**config.mk**
```make
export PLATFORM = sky130hd
export DESIGN_NAME = stopwatch_display
export DESIGN_NICKNAME = d
export VERILOG_FILES = /design/src/rtl/stopwatch_disp_pkg.sv /design/src/rtl/stopwatch_display_seg7_decode.sv /design/src/rtl/stopwatch_display.sv
export SDC_FILE = /design/constraint.sdc
export NUM_CORES = 1
export LEC_CHECK = 0
export BUFFER_PORTS_ARGS = -buffer_cell sky130_fd_sc_hd__buf_2
export CELL_PAD_IN_SITES_DETAIL_PLACEMENT = 0
export CELL_PAD_IN_SITES_GLOBAL_PLACEMENT = 2
export CORE_MARGIN = 2
export CORE_UTILIZATION = 35
export DETAILED_ROUTE_END_ITERATION = 7
export PLACE_DENSITY = 0.83
export SLEW_MARGIN = 20
export SYNTH_ARGS = -nofsm -noshare
export SYNTH_HDL_FRONTEND = slang
export SYNTH_SLANG_ARGS = --single-unit
```
**constraint.sdc**
```tcl
create_clock -name clk -period 3.4 [get_ports clk]
set_input_delay 0.68 -clock clk [delete_from_list [all_inputs] [get_ports clk]]
set_output_delay 0.68 -clock clk [all_outputs]
set_load 0.02 [all_outputs]
```
**src/rtl/stopwatch_disp_pkg.sv**
```systemverilog
// Purpose: shared constants for the stopwatch MM.SS display slice.
// Latency: n/a (constants only).
// Backpressure: none.
// Contents: active-low segment patterns {g,f,e,d,c,b,a}, digit indices, decoder codes.
package stopwatch_disp_pkg;

  localparam logic [6:0] SEG_0     = 7'b1000000;
  localparam logic [6:0] SEG_1     = 7'b1111001;
  localparam logic [6:0] SEG_2     = 7'b0100100;
  localparam logic [6:0] SEG_3     = 7'b0110000;
  localparam logic [6:0] SEG_4     = 7'b0011001;
  localparam logic [6:0] SEG_5     = 7'b0010010;
  localparam logic [6:0] SEG_6     = 7'b0000010;
  localparam logic [6:0] SEG_7     = 7'b1111000;
  localparam logic [6:0] SEG_8     = 7'b0000000;
  localparam logic [6:0] SEG_9     = 7'b0010000;
  localparam logic [6:0] SEG_DASH  = 7'b0111111;
  localparam logic [6:0] SEG_BLANK = 7'b1111111;

  // Scan order: digit 0 is the rightmost (seconds units).
  localparam logic [1:0] DIG_SEC_U = 2'd0;
  localparam logic [1:0] DIG_SEC_T = 2'd1;
  localparam logic [1:0] DIG_MIN_U = 2'd2;
  localparam logic [1:0] DIG_MIN_T = 2'd3;

  // Decoder codes beyond the decimal digits.
  localparam logic [3:0] CODE_DASH  = 4'd10;
  localparam logic [3:0] CODE_BLANK = 4'd15;

  // Highest value a min/sec field may legally carry.
  localparam logic [5:0] FIELD_MAX = 6'd59;

endpackage

```
**src/rtl/stopwatch_display_seg7_decode.sv**
```systemverilog
// Purpose: 4-bit digit code to active-low 7-segment pattern.
// Latency: combinational.
// Backpressure: none.
// Ports: code (0-9 digit, 10 dash, 15 blank; others blank) -> seg {g,f,e,d,c,b,a}.
module seg7_decode
  import stopwatch_disp_pkg::*;
(
  input  logic [3:0] code,
  output logic [6:0] seg
);

  always_comb begin
    seg = SEG_BLANK;
    case (code)
      4'd0:      seg = SEG_0;
      4'd1:      seg = SEG_1;
      4'd2:      seg = SEG_2;
      4'd3:      seg = SEG_3;
      4'd4:      seg = SEG_4;
      4'd5:      seg = SEG_5;
      4'd6:      seg = SEG_6;
      4'd7:      seg = SEG_7;
      4'd8:      seg = SEG_8;
      4'd9:      seg = SEG_9;
      CODE_DASH: seg = SEG_DASH;
      default:   seg = SEG_BLANK;
    endcase
  end

endmodule

```
**src/rtl/stopwatch_display.sv**
```systemverilog
// Purpose: multiplexed 4-digit common-anode MM.SS display driver with per-frame input snapshot.
// Latency: outputs registered one cycle after scan state; input-to-display worst case 4*CLK_DIV+1 cycles.
// Backpressure: none; inputs are sampled only at the frame boundary and ignored otherwise.
// Ports: clk, reset (sync, active-high), sec/min (binary 0-59), running -> an, seg, dp (all active-low).
module stopwatch_display
  import stopwatch_disp_pkg::*;
#(
  parameter int CLK_DIV     = 100000,
  parameter int BLINK_SCANS = 64,
  parameter int LZ_BLANK    = 0
) (
  input  logic       clk,
  input  logic       reset,
  input  logic [5:0] sec,
  input  logic [5:0] min,
  input  logic       running,
  output logic [3:0] an,
  output logic [6:0] seg,
  output logic       dp
);

  localparam int CW = $clog2(CLK_DIV);
  localparam int FW = $clog2(BLINK_SCANS + 1);

  logic [CW-1:0] cnt;
  logic [1:0]    idx;
  logic          tick;
  logic          frame_end;

  logic [5:0]    shadow_sec;
  logic [5:0]    shadow_min;
  logic          shadow_running;

  logic          blink_dark;   // 0 = lit phase
  logic [FW-1:0] frame_cnt;

  logic [3:0]    code;
  logic [6:0]    seg_nxt;
  logic [3:0]    an_nxt;
  logic          dp_nxt;

  assign tick      = (cnt == CW'(CLK_DIV - 1));
  assign frame_end = tick && (idx == DIG_MIN_T);

  // Digit dwell divider and scan index.
  always_ff @(posedge clk) begin
    if (reset) begin
      cnt <= '0;
      idx <= DIG_SEC_U;
    end else if (tick) begin
      cnt <= '0;
      idx <= idx + 2'd1;
    end else begin
      cnt <= cnt + CW'(1);
    end
  end

  // Snapshot at the frame boundary so one frame never mixes two input values.
  always_ff @(posedge clk) begin
    if (reset) begin
      shadow_sec     <= '0;
      shadow_min     <= '0;
      shadow_running <= 1'b0;
    end else if (frame_end) begin
      shadow_sec     <= sec;
      shadow_min     <= min;
      shadow_running <= running;
    end
  end

  // Stopped-state blink: while running the phase is held lit and the frame
  // count is kept clear, so blinking always restarts from a lit phase.
  always_ff @(posedge clk) begin
    if (reset) begin
      blink_dark <= 1'b0;
      frame_cnt  <= '0;
    end else if (shadow_running) begin
      blink_dark <= 1'b0;
      frame_cnt  <= '0;
    end else if (frame_end) begin
      if (frame_cnt == FW'(BLINK_SCANS - 1)) begin
        frame_cnt  <= '0;
        blink_dark <= ~blink_dark;
      end else begin
        frame_cnt <= frame_cnt + FW'(1);
      end
    end
  end

  // Binary-to-digit split; a field outside 0-59 shows dashes on both its digits.
  always_comb begin
    code = CODE_BLANK;
    case (idx)
      DIG_SEC_U: code = (shadow_sec > FIELD_MAX) ? CODE_DASH : 4'(shadow_sec % 6'd10);
      DIG_SEC_T: code = (shadow_sec > FIELD_MAX) ? CODE_DASH : 4'(shadow_sec / 6'd10);
      DIG_MIN_U: code = (shadow_min > FIELD_MAX) ? CODE_DASH : 4'(shadow_min % 6'd10);
      default: begin
        code = (shadow_min > FIELD_MAX) ? CODE_DASH : 4'(shadow_min / 6'd10);
        if ((LZ_BLANK != 0) && (code == 4'd0)) code = CODE_BLANK;
      end
    endcase
  end

  seg7_decode u_decode (
    .code (code),
    .seg  (seg_nxt)
  );

  always_comb begin
    an_nxt = ~(4'b0001 << idx);
    dp_nxt = 1'b1;
    if (idx == DIG_MIN_U) dp_nxt = shadow_running ? 1'b0 : blink_dark;
  end

  always_ff @(posedge clk) begin
    if (reset) begin
      an  <= 4'b1111;
      seg <= SEG_BLANK;
      dp  <= 1'b1;
    end else begin
      an  <= an_nxt;
      seg <= seg_nxt;
      dp  <= dp_nxt;
    end
  end

endmodule

```
---- Word-level counts from Yosys, hierarchy flattened ----
Memory sizes are Yosys's and may differ from the RTL's. A register that Yosys moved wholly into a read port is not among the register bits.
Index checks and enable logic that the tools add are counted.
W data, S select, Z words.
storage, ports and cells
  flip-flop bits (word level) ............. 45
  bits in read-only memories .............. 112
  bits of input ports ..................... 15
  logic and storage cells ................. 41
  memories kept ........................... 1
operators by class
  $add $sub $neg .......................... 3
  divide/modulo/power cells ............... 4
  $lt $le $gt $ge ......................... 2
  equality and inequality tests ........... 5
  shifts and indexed selects .............. 1
  mux-type cells .......................... 7
  bitwise gates (word level) .............. 3
  reductions and logical operators ........ 6
memories
  memory           depth  bits a word  read ports  clocked after Yosys merged registers in  wr ports  RTL line                             text
  (no name shown)  16     7            1           1                                        0         stopwatch_display_seg7_decode.sv:14  case (code)
operator list
  operator                 count
  $add A17 B1 Y17 const B  1
  $eq A17 B17 Y1 const B   1
  $mux W4                  4
  $div A6 B4 Y6 const B    2
  $gt A6 B6 Y1 const B     2
  $mod A6 B4 Y6 const B    2
  $pmux W4 S3              1
  $add A7 B1 Y7 const B    1
  $eq A7 B6 Y1 const B     1
  $mux W7                  1
  $reduce_or A2 Y1         3
  $eq A2 B2 Y1 const B     2
  $not A4 Y4               1
  $shl A1 B2 Y4 const A    1
  $add A2 B1 Y2 const B    1
  $eq A2 B1 Y1 const B     1
  $logic_not A2 Y1         1
  $not A1 Y1               2
  $reduce_and A2 Y1        1
  $logic_and A1 B1 Y1      1
  $mux W1                  1

---- Longest topological paths before layout ----
Gate-level depths: netlist (run 1).
  word-level depth ........................ 3
  depth in mapped cells ................... 12

---- Cells and area by module ----
From an unflattened synthesis (run 1), not the netlist that was laid out.
unflattened totals
  cells, all modules ...................... 375
  area, all modules ....................... 2947.8 µm²
modules (own cells, without submodules)
  module             times used  cells each  area an instance (µm²)
  stopwatch_display  1           342         2723.9
  seg7_decode        1           33          224.0

---- Worst setup path before layout (run 1) ----
Ideal clock, no wire load.
  path type ............................... reg-to-reg
  from .................................... register shadow_sec[5]
  to ...................................... register seg[3]
  setup time .............................. 0.127 ns
  arrival time ............................ 2.542 ns
  slack ................................... 0.731 ns
  cell stages (with the launch flop) ...... 13
  path buffers ............................ 2
  period minus slack after synthesis ...... 2.669 ns
  path through ............................ dfxtp_1 > buf_2 > buf_2 > o21bai_1 > o311a_1 > ha_1 > nand2_1 > a31oi_1 > nor2b_1 > o311ai_2 > a41oi_4 > o21a_1 > or3b_1
between the ends
  longest elaborated chain between the ends .. 3
  elaborated cells between the ends (all ways) .. 6
  classes of those cells .................. div: 2; order compare: 1; mux: 3
RTL lines
  item                                         RTL line                                          text
  from (decl)                                  stopwatch_display.sv:30                           logic [5:0] shadow_sec;
  from (signal assigned)                       stopwatch_display.sv:61                           shadow_sec <= '0;
  from (signal assigned)                       stopwatch_display.sv:65                           shadow_sec <= sec;
  $div A6 B4 Y6, or another cell as far along  stopwatch_display.sv:95                           DIG_SEC_T: code = (shadow_sec > FIELD_MAX) ? CODE_DASH : 4'(shadow_sec / 6'd10);
  $mux W4, on equally long branches            stopwatch_display.sv:95, stopwatch_display.sv:94
  $pmux W4 S3 *                                stopwatch_display.sv:93                           case (idx)
  to (decl)                                    stopwatch_display.sv:18                           output logic [6:0] seg,
Every way passes the cells marked *; elsewhere a longest branch is shown, timed or not.
A chain may end at the register's enable or synchronous reset.

---- Worst setup path after layout (run 1) ----
  from .................................... register shadow_sec[4]
  to ...................................... register seg[3]
Same word-level chain as after synthesis.

==> results of run 1 <==
[how the worst max path moves through the flow]
stage | end | startpoint | depth (start not counted)
floorplan | seg[3]$_SDFF_PP1_ | shadow_sec[5]$_SDFFE_PP0P_ | 12
global placement | seg[3]$_SDFF_PP1_ | shadow_sec[4]$_SDFFE_PP0P_ | 11
detailed placement | seg[3]$_SDFF_PP1_ | shadow_sec[4]$_SDFFE_PP0P_ | 11
CTS | seg[3]$_SDFF_PP1_ | shadow_sec[4]$_SDFFE_PP0P_ | 11
global route | seg[3]$_SDFF_PP1_ | shadow_sec[4]$_SDFFE_PP0P_ | 11
finish | seg[3]$_SDFF_PP1_ | shadow_sec[4]$_SDFFE_PP0P_ | 11
[cells by family after synthesis]
logic type,Yosys count,synth area share (%)
simple gates,155,26.1
mux,16,5.27
xor+xnor,27,7.66
buf+inv,36,5.39
compound gates,71,17.0
flops,52,33.7
fa+ha+maj,12,4.86
[sequential cells by signal, indices dropped and copies added (netlist names)]
| register | cells |
|---|---|
| shadow_sec | 6 |
| shadow_running | 1 |
| shadow_min | 6 |
| idx | 2 |
| frame_cnt | 7 |
| an | 4 |
| cnt | 17 |
| seg | 7 |
| blink_dark | 1 |
| dp | 1 |
[metrics by stage]
stage               power (mW)  std cells
global placement         0.674        491
finish                    1.02        499
global route              1.07        499
floorplan                0.657        369
CTS                       1.04        499
detailed placement       0.674        491
[routing by layer]
| metal | up-vias | track usage [%] | share of wire (%) | wire length (um) |
|---|---|---|---|---|
| li1 | 1331 | - | - | - |
| met1 | 1188 | 21.7 | 53 | 3570 |
| met2 | 57 | 21.1 | 42 | 2880 |
| met3 | 4 | 3.36 | 4.3 | 290 |
| met4 | 0 | 3.63 | 0.59 | 40 |
| met5 | - | 0 | 0 | 0 |
[power by group]
| part | leakage (nW) | switching, mW | internal, mW |
|---|---|---|---|
| clock | 0.0445 | 0.197 | 0.166 |
| sequential | 0.422 | 0.00420 | 0.616 |
| combinational | 0.813 | 0.0230 | 0.0154 |
| total | 1.28 | 0.224 | 0.797 |
[critical path, stage by stage (launching register included)]
cell,delay (ns)
dfxtp_1,0.51
nor2b_1,0.17
o21bai_1,0.17
o311a_1,0.17
ha_1,0.25
nand2_1,0.08
a31oi_1,0.16
nor2b_1,0.07
o311ai_2,0.37
a41oi_4,0.24
a21oi_1,0.23
or3b_1,0.37
[cell usage in the layout (no fill, tap or decap), drive strengths merged, types with 7 or more instances in the layout]
cell / instances
clkbuf: 7
nand3: 17
ha: 12
inv: 14
dfxtp: 52
xor2: 18
nand2: 28
buf: 36
nand2b: 11
nand4: 7
mux2i: 14
a21oi: 16
xnor2: 9
o21ai: 13
nor2: 51
[layout make-up]
cell class,count,area share (%)
tap,108,3.96
clock inverter,1,0.220
clock buffer,7,2.53
inverter,14,1.54
multi-input combinational,281,55.3
timing repair buffer,36,6.01
sequential,52,30.5
==> results.txt, run 1 <==
CORE AREA: 8640 um^2
later-pin clock latency in the skew report: 0.30 ns
hold buffer count at cts: 0
Post-Route WL: 6780 um
die area: 9590 um^2
register bit count reported by yosys: 52
crit-path max FO: 10
clk sinks: 52
Die Wd: 97.9 um
EDFF count, synth: 0
P&R area growth vs syn: 10.6%
Yosys top cell by area: dfxtp_1
Min Hold Slack: 0.469 ns
first-pass GRT wire length: 11,600 um
Hold Crit Depth: 1
top cells by area, synth: dfxtp_1, nor2_1, xor2_1, ha_1, mux2i_1
clk buf depth: 2
kind of critical path: flip-flop to flip-flop
Starting Density: 35.8%
TNS Setup: 0 ns
GRT overflow: 0
Top-Level Pins: 27
DRC: 0
Final min period: 2.91 ns
worst r2r src: shadow_sec[4]$_SDFFE_PP0P_
Slew Viols, Final: 0
slew at the pin closest to its max-slew limit: 0.603 ns
warnings from Yosys: 0
Root Driver: clkbuf_8
Fmax achieved: 0.344 GHz
outcome: finished clean
most numerous cell in the Yosys netlist: dfxtp_1
Post-synth top cells: dfxtp_1, nor2_1, nand2_1
CTS tree: yes
multi-input logic area: 1890 um^2
IO Port Bufs: 26
Post-Place Cell Area: 3320 um^2
reg2reg end: seg[3]$_SDFF_PP1_
final setup vio count: 0
ys async rst share: 0%
fin area: 3410 um^2
Mapped Cells: 369
period utilisation layout: 85.6%
hold_sp: frame_cnt[6]$_SDFFE_PP0P_
Worst R2R Setup Slack: 0.49 ns
cts repair resizes: 0
Setup WS pre-CTS: 0.523 ns
top cell type's share of synthesized area: 33.7%
DIE HEIGHT: 97.9 um
WP data arrival: 3.10 ns
drt pass-1 iters: 4
antenna-violating nets left: 0
Post-synth top flop: dfxtp_1
CP Launch Type: flip-flop
n_diodes: 0
Peak VDD IR: 0.000192 V
fillers: 897
fin nets: 417
detailed-route via count: 2,580
htree depth: 2
RSZ-0062 raised after global routing: no
pin count of the biggest net entering global routing: 35
Hold WC Path Type: flip-flop to flip-flop
Wirelength per Cell: 13.6 um
Mapped Area: 3090 um^2
CTS Buf Count: 5
CP endpoint kind: flip-flop
Yosys cell types: 62
Max Cap Violations: 0
Pwr per Cell Area: 299 nW/um^2
post-synthesis sequential area ratio: 33.7%
worst setup margin: 0.489 ns
Post-CTS Setup Inserts: 0
Slew HR: 59.8%
final core occ: 39.5%
hold path endpoint: frame_cnt[6]$_SDFFE_PP0P_
Clock Skew: 0.00584 ns
syn_area_per_cell: 8.37 um^2
Critical Path RT: 3.59 ns
row count: 34
Final Wtd Congestion: 0.856
hpwl dp: 4960 um
worst r2r path cells: 11
DRT iter0 DRCs: 101
number of antenna violations at the first check in global routing: 0
cell leakage power: 1.28 nW
vias per cell: 5.17
layout cells sized above 1: 15.1%
Worst-path clk slew: 0.09 ns
Final Hold Vio Count: 0
gr usage total: 14.5%
Reg area: 1040 um^2
syn nets: 396
vias in the first global route: 2,378
No activity file was read; power rests on OpenSTA's default activity.
==> inputs of run 2 (changes only) <==
Settings changed: ABC_AREA set to 1, CORE_UTILIZATION 35 to 33, PLACE_DENSITY 0.83 to 0.84.
==> run 2 against run 1 <==
Net effect: clock power decreased by 2%; area after synthesis decreased by 6.9%; clock skew increased by 0.0016 ns; count of clock-buffer cells in the layout decreased by 2; final cell count increased by 8.2%; fmax increased by 24%; register-to-register slack improved by 0.56 ns.
==> results.txt, run 2 <==
outcome: finished clean
Final Wtd Congestion: 0.821 (-4.1%)
Slew Viols, Final: 0 (unchanged)
EDFF count, synth: 0 (unchanged)
most numerous cell in the Yosys netlist: nand2_1
CTS Buf Count: 5 (unchanged)
clk sinks: 52 (unchanged)
Post-Route WL: 6110 um (-9.9%)
number of antenna violations at the first check in global routing: 0 (unchanged)
row count: 34 (unchanged)
cell leakage power: 1.32 nW (+3.5%)
TNS Setup: 0 ns (unchanged)
Hold WC Path Type: flip-flop to flip-flop
final core occ: 37.2% (-2.3 points)
Final Hold Vio Count: 0 (unchanged)
Top reg by flops: cnt
register bit count reported by yosys: 52 (unchanged)
Critical Path RT: 3.65 ns (+0.06 ns)
period utilisation layout: 69.1% (-17 points)
drt pass-1 iters: 5 (+1)
syn_area_per_cell: 7.10 um^2 (-15%)
die area: 9480 um^2 (-1.2%)
critical path's largest stage delay: 0.49 ns (-0.02 ns)
RSZ-0062 raised after global routing: no
Post-Place Cell Area: 3110 um^2 (-6.3%)
top cell type's share of synthesized area: 36.2% (+2.5 points)
Max Cap Violations: 0 (unchanged)
n_diodes: 0 (unchanged)
IO Port Bufs: 26 (unchanged)
top flop regs: cnt (17), frame_cnt (7), seg (7)
fin area: 3200 um^2 (-6.3%)
CTS tree: yes
pin count of the biggest net entering global routing: 24 (-31%)
Top-Level Pins: 27 (unchanged)
Die Wd: 97.3 um (-0.60%)
hold buffer count at cts: 0 (unchanged)
DRT iter0 DRCs: 53 (-48%)
CORE AREA: 8590 um^2 (-0.49%)
crit-path max FO: 9 (-1)
Wirelength per Cell: 11.3 um (-17%)
Yosys cell types: 37 (-40%)
max reg flops: 17 (unchanged)
Hold Crit Depth: 1 (unchanged)
Root Driver: clkbuf_8
hpwl dp: 4680 um (-5.8%)
antenna-violating nets left: 0 (unchanged)
P&R area growth vs syn: 11.2%
vias per cell: 4.70 (-9.2%)
Mapped Area: 2880 um^2 (-6.9%)
worst setup margin: 1.05 ns (+0.561 ns)
post-synthesis sequential area ratio: 36.2% (+2.5 points)
CP endpoint kind: flip-flop
Final min period: 2.35 ns (-0.561 ns)
DRC: 0 (unchanged)
Peak VDD IR: 0.000144 V (-25%)
Post-synth top flop: dfxtp_1
htree depth: 2 (unchanged)
top cells by area, synth: dfxtp_1, nand2_1, inv_1, nand3_1, ha_1
warnings from Yosys: 0 (unchanged)
WP data arrival: 2.60 ns (-0.50 ns)
DIE HEIGHT: 97.3 um (-0.60%)
slew at the pin closest to its max-slew limit: 0.604 ns (+0.000545 ns)
gr usage total: 13.7% (-0.86 points)
first-pass GRT wire length: 10,900 um (-6.1%)
ys async rst share: 0% (unchanged)
Tot Pwr: 1.02 mW (-0.57%)
layout cells sized above 1: 17.1% (+2.0 points)
fin nets: 458 (+9.8%)
kind of critical path: flip-flop to flip-flop
Post-synth top cells: nand2_1, dfxtp_1, inv_1
leading cell types in the layout, fill and taps excluded: nand2_1, dfxtp_1, inv_1, nor2_1, nand3_1
commonest non-fill, non-tap cell in the layout: nand2_1
Setup WS pre-CTS: 1.03 ns (+0.507 ns)
Slew HR: 59.4% (-0.35 points)
cells along the critical path: nand3_1 -> nand2_1 -> a31oi_1 -> nor2_1 -> nand2_2 -> nand3_1 -> nand3_1 -> nand2_1 -> nand2_2 -> nand2_4 -> inv_1 -> ha_1 -> or2_1 -> nand2_1
Clock Skew: 0.00747 ns (+0.00164 ns)
worst r2r path cells: 14 (+3)
Starting Density: 33.5% (-2.3 points)
CP Launch Type: flip-flop
syn nets: 432 (+9.1%)
Mapped Cells: 405 (+9.8%)
slowest cell on the critical path: dfxtp_1
later-pin clock latency in the skew report: 0.30 ns (about the same)
clk buf depth: 2 (unchanged)
Pwr per Cell Area: 318 nW/um^2 (+6.2%)
vias in the first global route: 2,471 (+3.9%)
Post-CTS Setup Inserts: 0 (unchanged)
final setup vio count: 0 (unchanged)
GRT overflow: 0 (unchanged)
detailed-route via count: 2,536 (-1.7%)
cts repair resizes: 0 (unchanged)
Fmax achieved: 0.426 GHz (+24%)
Worst-path clk slew: 0.10 ns (about the same)
Yosys top cell by area: dfxtp_1
[run 2: path summary, 6_finish.rpt]
| path | startpoint | to | slack, ns |
|---|---|---|---|
| setup / recovery | shadow_min[4]$_SDFFE_PP0P_ | seg[1]$_SDFF_PP1_ | 1.05 |
| hold / removal | cnt[0]$_SDFF_PP0_ | cnt[0]$_SDFF_PP0_ | 0.46 |
| setup reg to reg | shadow_min[4]$_SDFFE_PP0P_ | seg[1]$_SDFF_PP1_ | 1.05 |
| hold reg to reg | cnt[0]$_SDFF_PP0_ | cnt[0]$_SDFF_PP0_ | 0.46 |
[run 2: kinds of logic (layout without fill, tap and decap cells)]
family                   Yosys count  in the layout  synth area share, %
AO/OA/AOI/OAI                     57             57                 11.7
AND/OR/NAND/NOR                  213            213                 36.1
XOR/XNOR                           8              8                 2.44
adder cells (fa/ha/maj)           12             12                 5.22
buffers and inverters             63             90                 8.36
flip-flops                        52             52                 36.2
[run 2: layout make-up]
cell class	count	area [um^2]
clock inverters	3	18.8
inverters	56	210
clock buffers	5	68.8
fillers	943	5400
multi-input cells	290	1590
flip-flops and latches	52	1040
well taps	108	135
repair buffers	26	130
[run 2: where the power goes]
group,internal (mW),leakage [nW],switching (mW)
clock network,0.144,0.0479,0.213
logic,0.0147,0.854,0.0255
registers,0.616,0.422,0.00245
[run 2: metal layers]
layer,vias up,global-route usage (%),part of all wire (%)
li1,1367,-,-
met3,4,2.66,2.7
met1,1137,16.6,47
met4,0,3.42,0.88
met2,28,24.9,50
met5,-,0,0
[run 2: critical path, delay by kind of cell (launching register included)]
kind                     cells  cell delay, ns
buffers and inverters        1            0.08
AND/OR/NAND/NOR             11            1.39
flip-flops                   1            0.49
adder cells (fa/ha/maj)      1            0.29
AO/OA/AOI/OAI                1            0.04
[run 2: through the flow]
step                std cells  hold WS (ns)
finish                    540         0.458
global route              540         0.480
CTS                       540         0.459
detailed placement        532         0.437
global placement          532         0.430
floorplan                 405         0.418
==> inputs of run 3 (changes only) <==
Settings changed: CORE_UTILIZATION 33 to 30, PLACE_DENSITY 0.84 to 0.81.
Clock period 3.4 ns to 2.15 ns, I/O delays scaled along.
==> run 3 against run 2 <==
Net effect: final cell count up 8.3%; sequential share of layout area shrank 2.6 points; fmax up 13%; non-clock buffer count is 25 higher; die area increased by 9.6%; combinational power is 67% higher; first-iteration DRC count up 5.7%; sequential power rose by 58%; clock power grew 57%; count of clock-buffer cells in the layout stayed put; largest cell class unchanged.
==> results.txt, run 3 (synthesized netlist as in run 2, its figures left out) <==
outcome: finished clean
Hold WC Path Type: input pin to flip-flop
n_diodes: 0 (unchanged)
period utilisation layout: 96.6% (+28 points)
DIE HEIGHT: 102 um (+4.7%)
DRC: 0 (unchanged)
Slew Viols, Final: 0 (unchanged)
final setup vio count: 0 (unchanged)
Root Driver: clkbuf_8
CTS tree: yes
Tot Pwr: 1.60 mW (+57%)
hold path endpoint: shadow_running$_SDFFE_PP0P_
Final Hold Vio Count: 0 (unchanged)
RSZ-0062 raised after global routing: yes
pin count of the biggest net entering global routing: 21 (-13%)
reg2reg end: seg[6]$_SDFF_PP1_
Peak VDD IR: 0.000202 V (+41%)
cell leakage power: 1.50 nW (+13%)
Worst R2R Setup Slack: 0.07 ns (-0.98 ns)
Hold Crit Depth: 3 (+2)
max reg flops: 17 (unchanged)
Logic pwr share: 4.2% (+0.2 points)
hold_sp: running
Pwr per Cell Area: 453 nW/um^2 (+42%)
commonest non-fill, non-tap cell in the layout: nand2_1
Worst-path clk slew: 0.10 ns (about the same)
Max Cap Violations: 0 (unchanged)
Placed Instances: 574 (+7.9%)
hpwl dp: 4940 um (+5.6%)
TNS Setup: 0 ns (unchanged)
Top-Level Pins: 27 (unchanged)
Critical Path RT: 2.35 ns (-1.30 ns)
Post-Place Cell Area: 3290 um^2 (+5.9%)
Clock Skew: 0.00806 ns (+0.000583 ns)
later-pin clock latency in the skew report: 0.31 ns (about the same)
CORE AREA: 9280 um^2 (+8.0%)
clock power share: 34.9% (-0.3 points)
Sw Share: 23.9% (+0.20 points)
GRT overflow: 0 (unchanged)
die area: 10,400 um^2 (+9.6%)
final core occ: 38.1% (+0.86 points)
Top reg by flops: cnt
leading cell types in the layout, fill and taps excluded: nand2_1, dfxtp_1, inv_1, nor2_1, nand3_1
fin area: 3530 um^2 (+11%)
Layout Cells excl Fill: 585 (+8.3%)
CP endpoint kind: flip-flop
P&R area growth vs syn: 22.9%
detailed-route via count: 2,660 (+4.9%)
clk buf depth: 2 (unchanged)
fillers: 1,039 (+10%)
Post-Route WL: 6670 um (+9.1%)
WP data arrival: 2.28 ns (-0.32 ns)
worst r2r src: shadow_sec[4]$_SDFFE_PP0P_
Final min period: 2.08 ns (-0.273 ns)
vias in the first global route: 2,588 (+4.7%)
worst setup margin: 0.0729 ns (-0.977 ns)
antenna-violating nets left: 0 (unchanged)
vias per cell: 4.55 (-3.2%)
layout cells sized above 1: 27.9% (+11 points)
crit-path max FO: 5 (-4)
htree depth: 2 (unchanged)
row count: 35 (+2.9%)
clk sinks: 52 (unchanged)
gr usage total: 13.5% (-0.18 points)
sequential share of power: 60.9% (about the same)
Slew HR: 69.2% (+9.8 points)
first-pass GRT wire length: 11,200 um (+2.7%)
DRT iter0 DRCs: 56 (+5.7%)
top flop regs: cnt (17), frame_cnt (7), seg (7)
Setup WS pre-CTS: -0.00487 ns (-1.04 ns)
drt pass-1 iters: 4 (-1)
IO Port Bufs: 26 (unchanged)
Starting Density: 31.0% (-2.5 points)
sw power: 0.382 mW (+59%)
number of antenna violations at the first check in global routing: 0 (unchanged)
worst r2r path cells: 18 (+4)
Die Wd: 102 um (+4.7%)
CTS Buf Count: 5 (unchanged)
Wirelength per Cell: 11.4 um (+0.69%)
Final Wtd Congestion: 0.813 (-1.0%)
slew at the pin closest to its max-slew limit: 0.457 ns (-0.147 ns)
Int Power: 1.22 mW (+57%)
Min Hold Slack: 0.373 ns (-0.0858 ns)
CP Launch Type: flip-flop
kind of critical path: flip-flop to flip-flop
Fmax achieved: 0.481 GHz (+13%)
fin nets: 483 (+5.5%)
crit path from: shadow_sec[4]$_SDFFE_PP0P_
## run 3: layer usage
metal	routed length (um)	vias to the layer above	GRT usage, %
li1	-	1420	-
met1	3120	1216	15.9
met2	3340	19	25.2
met3	142	5	2.46
met4	61	0	3.49
met5	0	-	0
## run 3: area by class of cell
| cell class | instances | area, um^2 | area share, % |
|---|---|---|---|
| Sequential cell | 52 | 1060 | 29.9 |
| Clock inverter | 2 | 12.5 | 0.354 |
| Timing Repair Buffer | 51 | 318 | 8.99 |
| Multi-Input combinational cell | 290 | 1700 | 48.1 |
| Tap cell | 129 | 161 | 4.57 |
| Inverter | 56 | 215 | 6.09 |
| Clock buffer | 5 | 68.8 | 1.95 |
## run 3: repair_timing
item / CTS / global route
setup buffers: 0 / 4
resized for setup: 6 / 36
setup endpoints to repair: 4 / 8
pin swaps: 0 / 15
hold buffers: 0 / 0
## run 3: critical path, cell delays in order (launching register included)
cell and delay, ns:
dfxtp_4 0.38, nor2_4 0.11, nand2_2 0.08, a21o_1 0.22, nand2_2 0.11, nand2_4 0.07
nand2_4 0.08, nand2_4 0.06, nand2_2 0.06, nand2_2 0.05, a21oi_2 0.13, nand2_2 0.08
nand2_4 0.07, inv_4 0.04, ha_2 0.16, inv_2 0.06, nand2_2 0.05, a21oi_2 0.11
nand2_1 0.05
## run 3: worst max path at each step
stage / endpoint / cells after the start / slack, ns
2_1_floorplan: seg[1]$_SDFF_PP1_ / 16 / 0.13
3_3_place_gp: seg[4]$_SDFF_PP1_ / 18 / 0.02
3_5_place_dp: seg[4]$_SDFF_PP1_ / 18 / -0.005
4_1_cts: seg[4]$_SDFF_PP1_ / 18 / 0.01
5_1_grt: seg[4]$_SDFF_PP1_ / 18 / -0.10
6_report: seg[6]$_SDFF_PP1_ / 18 / 0.07
## run 3: power by group through the flow
stage,Clock [mW],Sequential [mW],Combinational [mW]
2_1_floorplan,0,1.01,0.0282
3_3_place_gp,0,1.00,0.0675
3_5_place_dp,0,1.00,0.0680
4_1_cts,0.588,0.977,0.0684
5_1_grt,0.623,0.976,0.0763
6_report,0.559,0.974,0.0670
